===== src/rtl/button_input_unit.sv =====
// Input conditioning for the pet controller: synchronise and debounce the board keys and tilt
// sensor, emit one-cycle action pulses, and run the long/short-press test-mode protocol.
module button_input_unit #(
    parameter int DEBOUNCE_CYCLES   = 500000,
    parameter int LONG_PRESS_CYCLES = 250000000,
    parameter int SEL_MAX           = 9
) (
    input  logic       clk,
    input  logic       rst,
    input  logic       btn_sleep_n,
    input  logic       btn_awake_n,
    input  logic       btn_feed_n,
    input  logic       btn_play_n,
    input  logic       btn_test_n,
    input  logic       giro_raw,
    output logic       sleep_pulse,
    output logic       awake_pulse,
    output logic       feed_pulse,
    output logic       play_pulse,
    output logic       giro,
    output logic       test_mode,
    output logic [3:0] test_sel
);

    localparam int N_IN   = 6;
    localparam int DB_W   = $clog2(DEBOUNCE_CYCLES + 1);
    localparam int HOLD_W = $clog2(LONG_PRESS_CYCLES + 1);

    localparam logic [DB_W-1:0]   DB_LAST   = DB_W'(DEBOUNCE_CYCLES - 1);
    localparam logic [DB_W-1:0]   DB_ONE    = DB_W'(1);
    localparam logic [HOLD_W-1:0] HOLD_LAST = HOLD_W'(LONG_PRESS_CYCLES - 1);
    localparam logic [HOLD_W-1:0] HOLD_SAT  = '1;
    localparam logic [HOLD_W-1:0] HOLD_ONE  = HOLD_W'(1);
    localparam logic [3:0]        SEL_TOP   = 4'(SEL_MAX);
    localparam logic [3:0]        SEL_ONE   = 4'd1;

    // Channel order: 0 sleep, 1 awake, 2 feed, 3 play, 4 test, 5 giro.
    // Idle raw level: keys high (active-low), tilt low; also the key-inversion mask.
    localparam logic [N_IN-1:0] RAW_IDLE = 6'b01_1111;
    localparam int CH_TEST = 4;
    localparam int CH_GIRO = 5;

    typedef enum logic [1:0] {
        T_IDLE,
        T_HOLD,
        T_WAIT_REL
    } t_state_e;

    logic [N_IN-1:0]   w_raw;
    logic [N_IN-1:0]   r_sync1;
    logic [N_IN-1:0]   r_sync2;
    logic [N_IN-1:0]   w_sync;
    logic [N_IN-1:0]   r_stable;
    logic [DB_W-1:0]   r_db_cnt [N_IN];
    logic [N_IN-1:0]   w_db_done;
    logic [N_IN-1:0]   w_rise;
    logic [3:0]        r_pulse;
    logic              w_test_key;
    t_state_e          r_t_state;
    logic [HOLD_W-1:0] r_hold_cnt;
    logic              r_test_mode;
    logic [3:0]        r_test_sel;

    assign w_raw = {giro_raw, btn_test_n, btn_play_n, btn_feed_n, btn_awake_n, btn_sleep_n};

    // NOTE: sequential state uses non-blocking assignments so r_sync2 samples the old r_sync1.
    always_ff @(posedge clk or posedge rst) begin
        if (rst) begin
            r_sync1 <= RAW_IDLE;
            r_sync2 <= RAW_IDLE;
        end else begin
            r_sync1 <= w_raw;
            r_sync2 <= r_sync1;
        end
    end

    // Keys become active-high after the synchroniser; the tilt bit passes unchanged.
    assign w_sync = r_sync2 ^ RAW_IDLE;

    always_comb begin
        w_db_done = '0;
        for (int i = 0; i < N_IN; i++) begin
            w_db_done[i] = (w_sync[i] != r_stable[i]) && (r_db_cnt[i] == DB_LAST);
        end
    end

    // A channel whose new accepted level is 1 is a debounced 0->1 transition.
    assign w_rise = w_db_done & w_sync;

    // NOTE: the counter array is small and must start cleared, so it is reset like any flop.
    always_ff @(posedge clk or posedge rst) begin
        if (rst) begin
            r_stable <= '0;
            for (int i = 0; i < N_IN; i++) begin
                r_db_cnt[i] <= '0;
            end
        end else begin
            for (int i = 0; i < N_IN; i++) begin
                if (w_sync[i] == r_stable[i]) begin
                    r_db_cnt[i] <= '0;
                end else if (w_db_done[i]) begin
                    r_stable[i] <= w_sync[i];
                    r_db_cnt[i] <= '0;
                end else begin
                    r_db_cnt[i] <= r_db_cnt[i] + DB_ONE;
                end
            end
        end
    end

    // Pulses rise on the same edge as the debounced level; muted while in test mode.
    always_ff @(posedge clk or posedge rst) begin
        if (rst) begin
            r_pulse <= '0;
        end else begin
            r_pulse <= w_rise[3:0] & {4{~r_test_mode}};
        end
    end

    assign w_test_key = r_stable[CH_TEST];

    always_ff @(posedge clk or posedge rst) begin
        if (rst) begin
            r_t_state   <= T_IDLE;
            r_hold_cnt  <= '0;
            r_test_mode <= 1'b0;
            r_test_sel  <= '0;
        end else begin
            case (r_t_state)
                T_IDLE: begin
                    if (w_test_key) begin
                        r_t_state  <= T_HOLD;
                        r_hold_cnt <= '0;
                    end
                end
                T_HOLD: begin
                    if (w_test_key) begin
                        if (r_hold_cnt == HOLD_LAST) begin
                            r_test_mode <= ~r_test_mode;
                            // Selection restarts on entry and is frozen on exit for the consumer.
                            if (!r_test_mode) begin
                                r_test_sel <= '0;
                            end
                            r_t_state <= T_WAIT_REL;
                        end else if (r_hold_cnt != HOLD_SAT) begin
                            r_hold_cnt <= r_hold_cnt + HOLD_ONE;
                        end
                    end else begin
                        if (r_test_mode) begin
                            if (r_test_sel >= SEL_TOP) begin
                                r_test_sel <= SEL_ONE;
                            end else begin
                                r_test_sel <= r_test_sel + SEL_ONE;
                            end
                        end
                        r_t_state <= T_IDLE;
                    end
                end
                T_WAIT_REL: begin
                    if (!w_test_key) begin
                        r_t_state <= T_IDLE;
                    end
                end
                default: r_t_state <= T_IDLE;
            endcase
        end
    end

    assign sleep_pulse = r_pulse[0];
    assign awake_pulse = r_pulse[1];
    assign feed_pulse  = r_pulse[2];
    assign play_pulse  = r_pulse[3];
    assign giro        = r_stable[CH_GIRO];
    assign test_mode   = r_test_mode;
    assign test_sel    = r_test_sel;

endmodule


===== config.mk =====
export PLATFORM = sky130hd
export DESIGN_NAME = button_input_unit
export DESIGN_NICKNAME = d
export VERILOG_FILES = /design/src/rtl/button_input_unit.sv
export SDC_FILE = /design/constraint.sdc
export NUM_CORES = 1
export LEC_CHECK = 0
export CORE_UTILIZATION = 65
export DETAILED_ROUTE_END_ITERATION = 16
export HOLD_SLACK_MARGIN = 0.02
export PLACE_DENSITY_LB_ADDON = 0.15
export SYNTH_ARGS = -nofsm -noshare
export SYNTH_HDL_FRONTEND = slang
export SYNTH_SLANG_ARGS = --single-unit

===== constraint.sdc =====
create_clock -name clk -period 14.29 [get_ports clk]
set_input_delay 3.5725 -clock clk [delete_from_list [all_inputs] [get_ports clk]]
set_output_delay 3.5725 -clock clk [all_outputs]
set_load 0.1 [all_outputs]

# == Word level (Yosys, flattened, before mapping) ==
# Index checks and enable logic that the tools add are counted.
# word_totals
register_bits,171
in_bits,8
out_inout_bits,10
word_cells,114
# op_classes
n_addsub,8
magnitude_cmp,1
n_eq_ne,30
n_mux,27
bitwise_logic,10
reduce_logical,19
# op_table
operator,n
$mux W19,12
$add A19 B1 Y19 const B,6
$eq A19 B19 Y1 const B,6
$mux W28,4
$pmux W28 S2,1
$add A28 B1 Y28 const B,1
$eq A28 B28 Y1 const B,1
$ne A28 B28 Y1 const B,1
$mux W4,5
$ne A2 B2 Y1 const B,6
$reduce_and A2 Y1,6
$and A4 B4 Y4,2
$mux W2,4
$not A1 Y1,7
$eq A1 B1 Y1,6
$logic_and A1 B1 Y1,6
$ne A1 B1 Y1,6
$pmux W2 S3,1
$reduce_and A3 Y1,2
$not A5 Y5,1
$reduce_and A5 Y1,1
$add A4 B1 Y4 const B,1
$ge A4 B4 Y1 const B,1
$reduce_and A4 Y1,1
6 further kinds,7

# == Depth between registers and ports, before layout ==
# Gate-level depths: netlist (run 1).
# logic_depth
ltp_word,5
ltp_mapped,8
depth_no_buf,7

# == Least setup slack after synthesis (run 1) ==
# Ideal clock, no wire load.
# synth_timing
kind,register -> output
start,"register r_test_mode, in the netlist test_mode"
end,output port test_mode
arrival_ns,0.988
required_ns,10.717
path_slack_ns,9.730
stages_incl_launch_ff,1
n_path_buf,0
cell_sequence,dfrtp_1
# synth_lines
item,line_no,source
start: declaration,61,logic r_test_mode;
start signal: assignment,139,r_test_mode <= ~r_test_mode;
end: declaration,21,"output logic test_mode,"
# No word-level cell between the ends.

# == Worst setup path after layout (run 1) ==
# layout_timing
start,"register r_test_sel[0], in the netlist test_sel[0]"
end,output port test_sel[0]
# layout_lines
item,line_no,source
start: declaration,62,logic [3:0] r_test_sel;
start signal: assignment,153,r_test_sel <= r_test_sel + SEL_ONE;
end: declaration,22,output logic [3:0] test_sel
# No word-level cell between the ends.

==> run_results.csv, run 1 <==
group,metric,value,unit
logic_synthesis,synth_area_leader_cell,"dfrtp_1",
cts,cts_buffers,17,
cts,htreeDepth,4,
cts,cts_hold_buf,0,
logic_synthesis,synth_ff_type,"dfrtp_1",
power,vdd_drop_max,0.102,mV
floorplanning,start_util,66.8,%
logic_synthesis,yosysUniqueCellTypes,62,
global_route,antenna_found_initial,0,
critical_path,worstPathArrival,2140,ps
placed_design,dp.final_hpwl,10.9,mm
cts,clk_path_buf_depth,2,
outcome,status,"finished clean",
cells_and_area,area_delta_synth_final,9.92,%
global_route,grt_pass1_vias,6128,
cts,cts_tree,"built",
cts,clkTransAtPathRegs,60,ps
logic_synthesis,synth_warnings,0,
power,powerDensity,107,nW/um^2
cts,post_cts_resized,0,
cts,cts_root_buf,"clkbuf_16",
logic_synthesis,synth_nets,870,
critical_path,slowest_stage,"clkdlybuf4s50_1",
logic_synthesis,ys_async_sr_fraction,100,%
critical_path,worst_setup_path_end_kind,"output port",
placed_design,place_congestion,0.897,
routing,drcViolationCount,0,
routing,first_iter_violations,534,
critical_path,path_cells,"clkdlybuf4s50_1",
floorplanning,fp.dieH,116,microns
logic_synthesis,syn_inst,852,
floorplanning,dieArea,13400,sq um
logic_synthesis,ys_top_cells_by_area,"dfrtp_1, nor2_1, xnor2_1",
critical_path,cp-start-kind,"flop",
cells_and_area,n_antenna_cell,0,
global_route,grt_start_max_net_pins,106,
sta,min_period,5710,ps
hold_path,hp-class,"flop to flop",
routing,detail_route.first_pass.iterations,5,
cts,clk_latency,430,ps
logic_synthesis,ys_seq_area_share,50.9,%
routing,wire_per_inst,16.0,microns
placed_design,port_buffers,17,
logic_synthesis,synth_seq_cells,171,
sta,hold_viol,0,
critical_path,required,10720,ps
logic_synthesis,synth_top_area_share,47.8,%
floorplanning,io_pins,18,
global_route,globalRouteOverflowTotal,0,
run,cap_viol_max_count,0,
sta,grt_setup_unrepaired,"no",
sta,fin_crit_sh,40.0,%
cells_and_area,final_cell_mix,"dfrtp_1, nor2_1, nand2_1",
cells_and_area,stdcell_count,1050,
sta,max-slew-margin-rel,29.1,%
sta,final_max_slew_viol_count,0,
cells_and_area,final_util,73.5,%
sta,finClkSkew,8.04,ps
critical_path,cp.buffers_inverters,1,
cts,post_cts_buffers,0,
sta,fmax,175,MHz
critical_path,path_delay_family,"buffers and inverters",
critical_path,critPathMaxFanout,7,
cts,clock-sinks,171,
global_route,grt_pass1_wl,28.5,mm
cells_and_area,fin_nets,883,
floorplanning,std_cell_rows,41,
routing,wirelength,16.8,mm
sta,worst_slew_pin_slew,1060,ps
routing,viasPerCell,6.06,
logic_synthesis,avgSynthCellArea,9.90,sq um
placed_design,place_inst,1018,
cells_and_area,layout_commonest_cell,"dfrtp_1",
sta,finalSetupViolCount,0,
logic_synthesis,synth_area,8440,sq um
cells_and_area,drive_gt1_share,7.06,%
sta,tns,0,ps
logic_synthesis,synth-edff-count,0,
floorplanning,fp.dieW,116,microns
global_route,track_usage,27.4,%
power,leakage,0.00386,uW
critical_path,critPathKind,"flop to output port",
routing,num_vias,6367,
critical_path,slowest_delay,1240,ps
routing,antenna_left,0,
floorplanning,core_area,12600,sq um
-- report_power, final --
| group | total (uW) | switching [uW] | internal [uW] |
|---|---|---|---|
| Clock | 470 | 178 | 293 |
| Combinational | 25.7 | 18.8 | 6.88 |
| Sequential | 497 | 5.55 | 491 |
-- layout make-up --
class,count,area [sq um]
Sequential cell,171,4290
Multi-Input combinational cell,629,3870
Fill cell,882,3350
Clock buffer,25,495
Tap cell,172,215
Timing Repair Buffer,18,178
Clock inverter,7,113
Inverter,28,110
-- layer usage --
metal	part of all wire [%]	GRT usage [%]	up-vias
met5	0	0	-
met4	1.3	9.91	0
met3	5.5	6.69	30
met2	49	44.8	188
met1	44	35.6	3131
li1	-	-	3018
-- synth_stat cells, drive strengths merged, types with 3 or more instances --
cell / count
dfstp: 10
nor2: 150
buf: 15
inv: 28
a21oi: 8
mux2i: 4
nand4: 36
or4b: 3
nor4b: 8
and3: 14
or2: 4
a211o: 4
ha: 10
a22o: 4
and4: 16
a221o: 10
and2: 6
a31oi: 4
nand3b: 4
or3: 7
nand2: 60
o21ai: 16
clkbuf: 9
a211oi: 4
xor2: 55
xnor2: 55
a21o: 3
nand2b: 5
nor3b: 3
nand3: 58
dfrtp: 161
nor4: 23
nor3: 34
-- sequential cells by signal, summed over array words and instances (netlist names) --
register / cells
r_sync2: 6
r_db_cnt: 114
r_pulse: 4
r_t_state: 2
r_sync1: 6
r_stable: 6
test_mode: 1
test_sel: 4
r_hold_cnt: 28
-- path summary, 6_finish.rpt --
check | start | end | slack (ps) | cells past startpoint
hold / removal | r_sync1[5]$_DFF_PP0_ | r_sync2[5]$_DFF_PP0_ | 350 | 0
setup / recovery | test_sel[0]$_DFFE_PP0P_ | test_sel[0] | 8580 | 1
max in group asynchronous | rst | r_db_cnt[34]$_DFF_PP0_ | 9190 | 3
hold reg to reg | r_sync1[5]$_DFF_PP0_ | r_sync2[5]$_DFF_PP0_ | 350 | 0
min in group asynchronous | rst | test_sel[2]$_DFFE_PP0P_ | 3750 | 2
setup reg to reg | r_hold_cnt[0]$_DFFE_PP0P_ | r_hold_cnt[23]$_DFFE_PP0P_ | 11630 | 6
-- through the flow --
stage / cell area (sq um) / hold WS [ps] / power, uW / worst slack, ps
after detailed placement: 8660 / 342 / 532 / 8650
after floorplan: 8440 / 331 / 523 / 6100
after global routing: 9270 / 359 / 1020 / 8530
after CTS: 9270 / 349 / 1000 / 8570
final: 9270 / 348 / 993 / 8580
after global placement: 8660 / 337 / 530 / 8680
-- kinds of logic (layout without fill, tap and decap cells) --
group,after synthesis,in the layout,synth area share (%)
muxes,5,5,0.608
xor gates and xnor gates,110,110,11.4
AOI/OAI and AO/OA,67,67,5.89
adders and majority gates,10,10,1.48
and+or+nand+nor,437,437,26.5
DFF,171,171,50.9
buffers and inverters,52,78,3.25
Power figures use the tool's default switching activity.
==> inputs of run 2 (changes only) <==
--- a/config.mk
+++ b/config.mk
@@ -5,7 +5,7 @@
 export SDC_FILE = /design/constraint.sdc
 export NUM_CORES = 1
 export LEC_CHECK = 0
-export CORE_UTILIZATION = 65
+export CORE_UTILIZATION = 62
 export DETAILED_ROUTE_END_ITERATION = 16
 export HOLD_SLACK_MARGIN = 0.02
 export PLACE_DENSITY_LB_ADDON = 0.15
==> constraint.sdc (replaced) <==
create_clock -name clk -period 5.85 [get_ports clk]
set_input_delay 1.4625 -clock clk [delete_from_list [all_inputs] [get_ports clk]]
set_output_delay 1.4625 -clock clk [all_outputs]
set_load 0.1 [all_outputs]
==> run 2 against run 1 <==
Against the previous run: sequential share of layout area decreased by 0.15 points; wire length increased by 0.58%; worst hold slack improved by 2.7 ps; critical path depth unchanged; global-route usage decreased by 1.7 points; via count decreased by 0.71%; total power increased by 150%; cell area increased by 0.32%; combinational power increased by 150%; core utilization decreased by 3.2 points; sequential power increased by 140%; critical path type unchanged; highest routed layer unchanged.
==> run_results.csv, run 2 (same netlist as run 1, synthesis figures left out) <==
group,metric,value,unit
placed_design,dp.final_hpwl,11.1,mm
power,finalPower,2460,uW
power,powerDensity,264,nW/um^2
cells_and_area,reg.largest.list,"r_db_cnt: 114 flops, r_hold_cnt: 28 flops",
placed_design,port_buffers,17,
sta,worst_slew_pin_slew,963,ps
cells_and_area,fin_nets,883,
placed_design,place_inst,1022,
routing,wirelength,16.9,mm
critical_path,path_delay_family,"buffers and inverters",
cts,clk_path_buf_depth,2,
routing,drcViolationCount,0,
cells_and_area,n_antenna_cell,0,
cells_and_area,multi_input_area,3870,sq um
global_route,antenna_found_initial,0,
floorplanning,dieArea,14100,sq um
floorplanning,start_util,63.7,%
routing,num_vias,6322,
sta,min_period,3590,ps
routing,wire_per_inst,16.1,microns
critical_path,reg2reg_slack,3180,ps
cts,clock-sinks,171,
cts,post_cts_buffers,0,
cells_and_area,max_flop_register,"r_db_cnt",
global_route,track_usage,25.7,%
cts,cts_hold_buf,0,
cells_and_area,drive_gt1_share,7.40,%
global_route,grt_pass1_vias,6133,
cts,cts_buffers,17,
cts,cts_root_buf,"clkbuf_16",
critical_path,cp-start-kind,"flop",
cts,clkTransAtPathRegs,70,ps
floorplanning,io_pins,18,
sta,max-slew-margin-rel,35.6,%
critical_path,required,4390,ps
sta,finClkSkew,10.1,ps
cts,post_cts_resized,0,
critical_path,critPathKind,"flop to output port",
critical_path,slowest_delay,1190,ps
critical_path,worstPathArrival,2130,ps
hold_path,worstHoldStart,"r_sync1[2]$_DFF_PP1_",
critical_path,critPathMaxFanout,8,
sta,tns,0,ps
cells_and_area,final_cell_mix,"dfrtp_1, nor2_1, nand2_1",
floorplanning,fp.dieH,119,microns
routing,antenna_left,0,
floorplanning,std_cell_rows,42,
power,vdd_drop_max,0.279,mV
cells_and_area,layout_commonest_cell,"dfrtp_1",
sta,fmax,279,MHz
floorplanning,fp.dieW,119,microns
cells_and_area,stdcell_count,1054,
outcome,status,"finished clean",
critical_path,timing.rr.start,"r_hold_cnt[0]$_DFFE_PP0P_",
cells_and_area,area_delta_synth_final,10.3,%
cts,htreeDepth,4,
floorplanning,core_area,13200,sq um
cells_and_area,largest_reg_flops,114,
cts,cts_tree,"built",
global_route,globalRouteOverflowTotal,0,
power,leakage,0.00386,uW
critical_path,cp.buffers_inverters,1,
sta,grt_setup_unrepaired,"no",
sta,fin_crit_sh,61.3,%
cells_and_area,fillers,1003,
sta,final_max_slew_viol_count,0,
global_route,grt_start_max_net_pins,131,
critical_path,startpoint,"test_mode$_DFFE_PP0P_",
critical_path,path_cells,"clkdlybuf4s50_1",
critical_path,worst_setup_path_end_kind,"output port",
run,cap_viol_max_count,0,
critical_path,slowest_stage,"clkdlybuf4s50_1",
cts,clk_latency,420,ps
routing,first_iter_violations,633,
placed_design,place_congestion,0.899,
sta,finalSetupViolCount,0,
routing,detail_route.first_pass.iterations,5,
cells_and_area,final_util,70.2,%
cells_and_area,seqCellArea,4290,sq um
global_route,grt_pass1_wl,29.0,mm
hold_path,hp-class,"flop to flop",
routing,viasPerCell,6.00,
sta,hold_viol,0,
==> run 2: cell types whose count changed in the layout (fill, tap and decap cells not counted), sizes merged <==
cell,change
bufinv,+1
clkbuf,-7
clkinv,+1
clkinvlp,+3
inv,+2
==> run 2: area by class of cell <==
cell class	instances	area share, %
clock inverter	14	2.07
clock buffer	18	4.61
sequential	171	46.1
multi-input combinational	629	41.6
tap	176	2.37
timing repair buffer	18	2.04
inverter	28	1.17
==> run 2: routing by layer <==
metal	up-vias	GRT usage [%]	share of wire, %
li1	3008	-	-
met1	3120	34.2	45
met2	161	41.4	49
met3	33	5.55	4.4
met4	0	9.41	1.8
met5	-	0	0
==> run 2: final timing paths <==
kind / endpoint / cells past startpoint
min in group asynchronous: r_db_cnt[61]$_DFF_PP0_ / 2
worst min-delay path: r_sync2[2]$_DFF_PP1_ / 0
max in group asynchronous: r_t_state[1]$_DFFE_PP0P_ / 3
worst max-delay path: test_mode / 1
worst max register to register: r_hold_cnt[23]$_DFFE_PP0P_ / 6
worst min register to register: r_sync2[2]$_DFF_PP1_ / 0
==> run 2: power breakdown <==
part,internal [uW],switching [uW]
clock network,717,466
logic,17.6,45.9
registers,1200,13.6
total,1930,525
==> run 2: worst register-to-register path, cell delays in order, from the launching register on <==
cell and delay, ps:
dfrtp_1 420, ha_1 260, nand3_1 260, nor4_4 120
a21oi_2 680, nand2_1 370, o41ai_1 430
==> run 2: metrics by stage <==
stage | hold WS [ps] | instance area, sq um | setup WS, ps
5_1_grt | 359 | 9300 | 2200
3_3_place_gp | 334 | 8680 | 2690
2_1_floorplan | 331 | 8440 | 2210
4_1_cts | 356 | 9300 | 2230
6_report | 351 | 9300 | 2260
3_5_place_dp | 345 | 8680 | 2650
==> inputs of run 3 (changes only) <==
==> constraint.sdc (replaced) <==
create_clock -name clk -period 3.34 [get_ports clk]
set_input_delay 0.835 -clock clk [delete_from_list [all_inputs] [get_ports clk]]
set_output_delay 0.835 -clock clk [all_outputs]
set_load 0.1 [all_outputs]
==> run 3 against run 2 <==
Against the previous run: total power is 69% higher; via count decreased by 0.87%; critical path depth rose by 5; die area did not move; non-clock buffer count up 1; worst hold slack better by 5.4 ps; highest routed layer unchanged.
==> run_results.csv, run 3 (same netlist as run 1, synthesis figures left out) <==
group,metric,value,unit
outcome,status,"finished clean",
power,powerDensity,449,nW/um^2
cts,htreeDepth,4,
cells_and_area,max_flop_register,"r_db_cnt",
routing,first_iter_violations,462,
global_route,grt_pass1_wl,28.8,mm
cells_and_area,largest_reg_flops,114,
sta,final_max_slew_viol_count,0,
critical_path,slowest_stage,"and3_1",
critical_path,timing.rr.start,"r_hold_cnt[0]$_DFFE_PP0P_",
floorplanning,std_cell_rows,42,
cts,clkTransAtPathRegs,60,ps
critical_path,required,3650,ps
sta,worst_slew_pin_slew,868,ps
routing,drcViolationCount,0,
placed_design,port_buffers,17,
critical_path,slowest_delay,660,ps
floorplanning,dieArea,14100,sq um
global_route,antenna_found_initial,0,
routing,num_vias,6267,
power,switching_share,22.3,%
critical_path,path_cells,"ha_1 > nand4_1 > nor4_1 > and3_1 > nor2_2 > a221o_1",
floorplanning,core_area,13200,sq um
cells_and_area,drive_gt1_share,8.65,%
cts,cts_tree,"built",
critical_path,critPathKind,"flop to flop",
run,cap_viol_max_count,0,
cells_and_area,layout_commonest_cell,"dfrtp_1",
routing,wire_per_inst,15.5,microns
floorplanning,fp.dieH,119,microns
cts,post_cts_resized,0,
critical_path,worst_setup_path_end_kind,"flop",
critical_path,worstPathArrival,2890,ps
critical_path,reg2reg_to,"r_hold_cnt[22]$_DFFE_PP0P_",
power,p_switching,925,uW
cts,cts_buffers,17,
global_route,grt_start_max_net_pins,98,
critical_path,critPathMaxFanout,16,
floorplanning,fp.dieW,119,microns
cts,clk_latency,430,ps
power,internal_power,3230,uW
hold_path,min_delay_worst_endpoint,"r_sync2[3]$_DFF_PP1_",
cells_and_area,stdcell_count,1055,
sta,finClkSkew,8.64,ps
routing,viasPerCell,5.94,
cells_and_area,fin_nets,884,
hold_path,holdPathStages,0,
hold_path,hp-class,"flop to flop",
critical_path,reg2reg_slack,760,ps
sta,hold_viol,0,
sta,grt_setup_unrepaired,"no",
routing,wirelength,16.4,mm
critical_path,rr_worst_depth,6,
cts,clock-sinks,171,
power,p_comb_share,2.7,%
sta,finalSetupViolCount,0,
global_route,grt_pass1_vias,6199,
power,pwr-share-seq,51.1,%
cts,cts_root_buf,"clkbuf_16",
floorplanning,start_util,63.7,%
cells_and_area,reg.largest.list,"r_db_cnt: 114 flops, r_hold_cnt: 28 flops",
sta,min_period,2580,ps
sta,fmax,387,MHz
sta,tns,0,ps
critical_path,cp-start-kind,"flop",
cells_and_area,n_antenna_cell,0,
placed_design,place_inst,1023,
routing,antenna_left,0,
power,leakage,0.00387,uW
cells_and_area,final_cell_mix,"dfrtp_1, nor2_1, nand2_1",
cts,cts_hold_buf,0,
global_route,globalRouteOverflowTotal,0,
power,clkPwrFrac,46.2,%
cells_and_area,area_delta_synth_final,9.76,%
sta,fin_crit_sh,77.4,%
cts,post_cts_buffers,0,
cts,clk_path_buf_depth,2,
placed_design,dp.final_hpwl,11.0,mm
hold_path,worstHoldStart,"r_sync1[3]$_DFF_PP1_",
routing,detail_route.first_pass.iterations,5,
sta,max-slew-margin-rel,41.6,%
global_route,track_usage,25.2,%
floorplanning,io_pins,18,
placed_design,place_congestion,0.876,
cells_and_area,fillers,987,
power,vdd_drop_max,0.414,mV
-- run 3: cell count changes in the layout (fill, tap and decap cells not counted), sizes merged --
cell           previous run  this run
clkdlybuf4s50            17         7
clkbuf                   18        21
buf                       1        12
bufinv                    4         1
-- run 3: layout make-up --
type                            instances  area [sq um]  area share (%)
Tap cell                              176           220            2.38
Timing Repair Buffer                   19           185            2.00
Inverter                               28           109            1.18
Clock inverter                         11           113            1.22
Clock buffer                           21           470            5.08
Multi-Input combinational cell        629          3870            41.8
Sequential cell                       171          4290            46.4
-- run 3: stage by stage --
stage / hold slack, ps / power (uW) / setup slack (ps) / utilization (%) / cell area, sq um
after CTS: 358 / 4200 / 835 / 69.9 / 9260
after global routing: 361 / 4300 / 572 / 69.9 / 9260
after floorplan: 331 / 2240 / 330 / - / 8440
after global placement: 341 / 2270 / 942 / 65.5 / 8680
after detailed placement: 347 / 2280 / 838 / 65.5 / 8680
final: 356 / 4160 / 756 / 69.9 / 9260
-- run 3: critical path, delay by kind of cell (launching register included) --
| family | cells | cell delay (ps) |
|---|---|---|
| AOI/OAI and AO/OA | 1 | 360 |
| DFF | 1 | 420 |
| and+or+nand+nor | 4 | 1440 |
| adders and majority gates | 1 | 240 |
-- run 3: power by group through the flow --
stage          Combinational, uW  Sequential (uW)  Clock, uW
6_report                     112             2120       1920
5_1_grt                      135             2130       2040
4_1_cts                      117             2120       1960
3_5_place_dp                 117             2160          0
3_3_place_gp                 111             2160          0
2_1_floorplan               83.3             2160          0
-- run 3: per-layer routing --
metal | track usage, % | up-vias | wire length [microns]
li1 | - | 3009 | -
met1 | 34.5 | 3104 | 7690
met2 | 40.3 | 128 | 7810
met3 | 4.78 | 26 | 580
met4 | 8.54 | 0 | 287
met5 | 0 | - | 0
-- run 3: worst max-delay path by stage --
stage / to / startpoint
global route: r_hold_cnt[22]$_DFFE_PP0P_ / r_hold_cnt[0]$_DFFE_PP0P_
global placement: r_hold_cnt[21]$_DFFE_PP0P_ / r_hold_cnt[0]$_DFFE_PP0P_
floorplan: r_db_cnt[0]$_DFF_PP0_ / rst
finish: r_hold_cnt[22]$_DFFE_PP0P_ / r_hold_cnt[0]$_DFFE_PP0P_
CTS: r_hold_cnt[22]$_DFFE_PP0P_ / r_hold_cnt[0]$_DFFE_PP0P_
detailed placement: r_hold_cnt[22]$_DFFE_PP0P_ / r_hold_cnt[0]$_DFFE_PP0P_
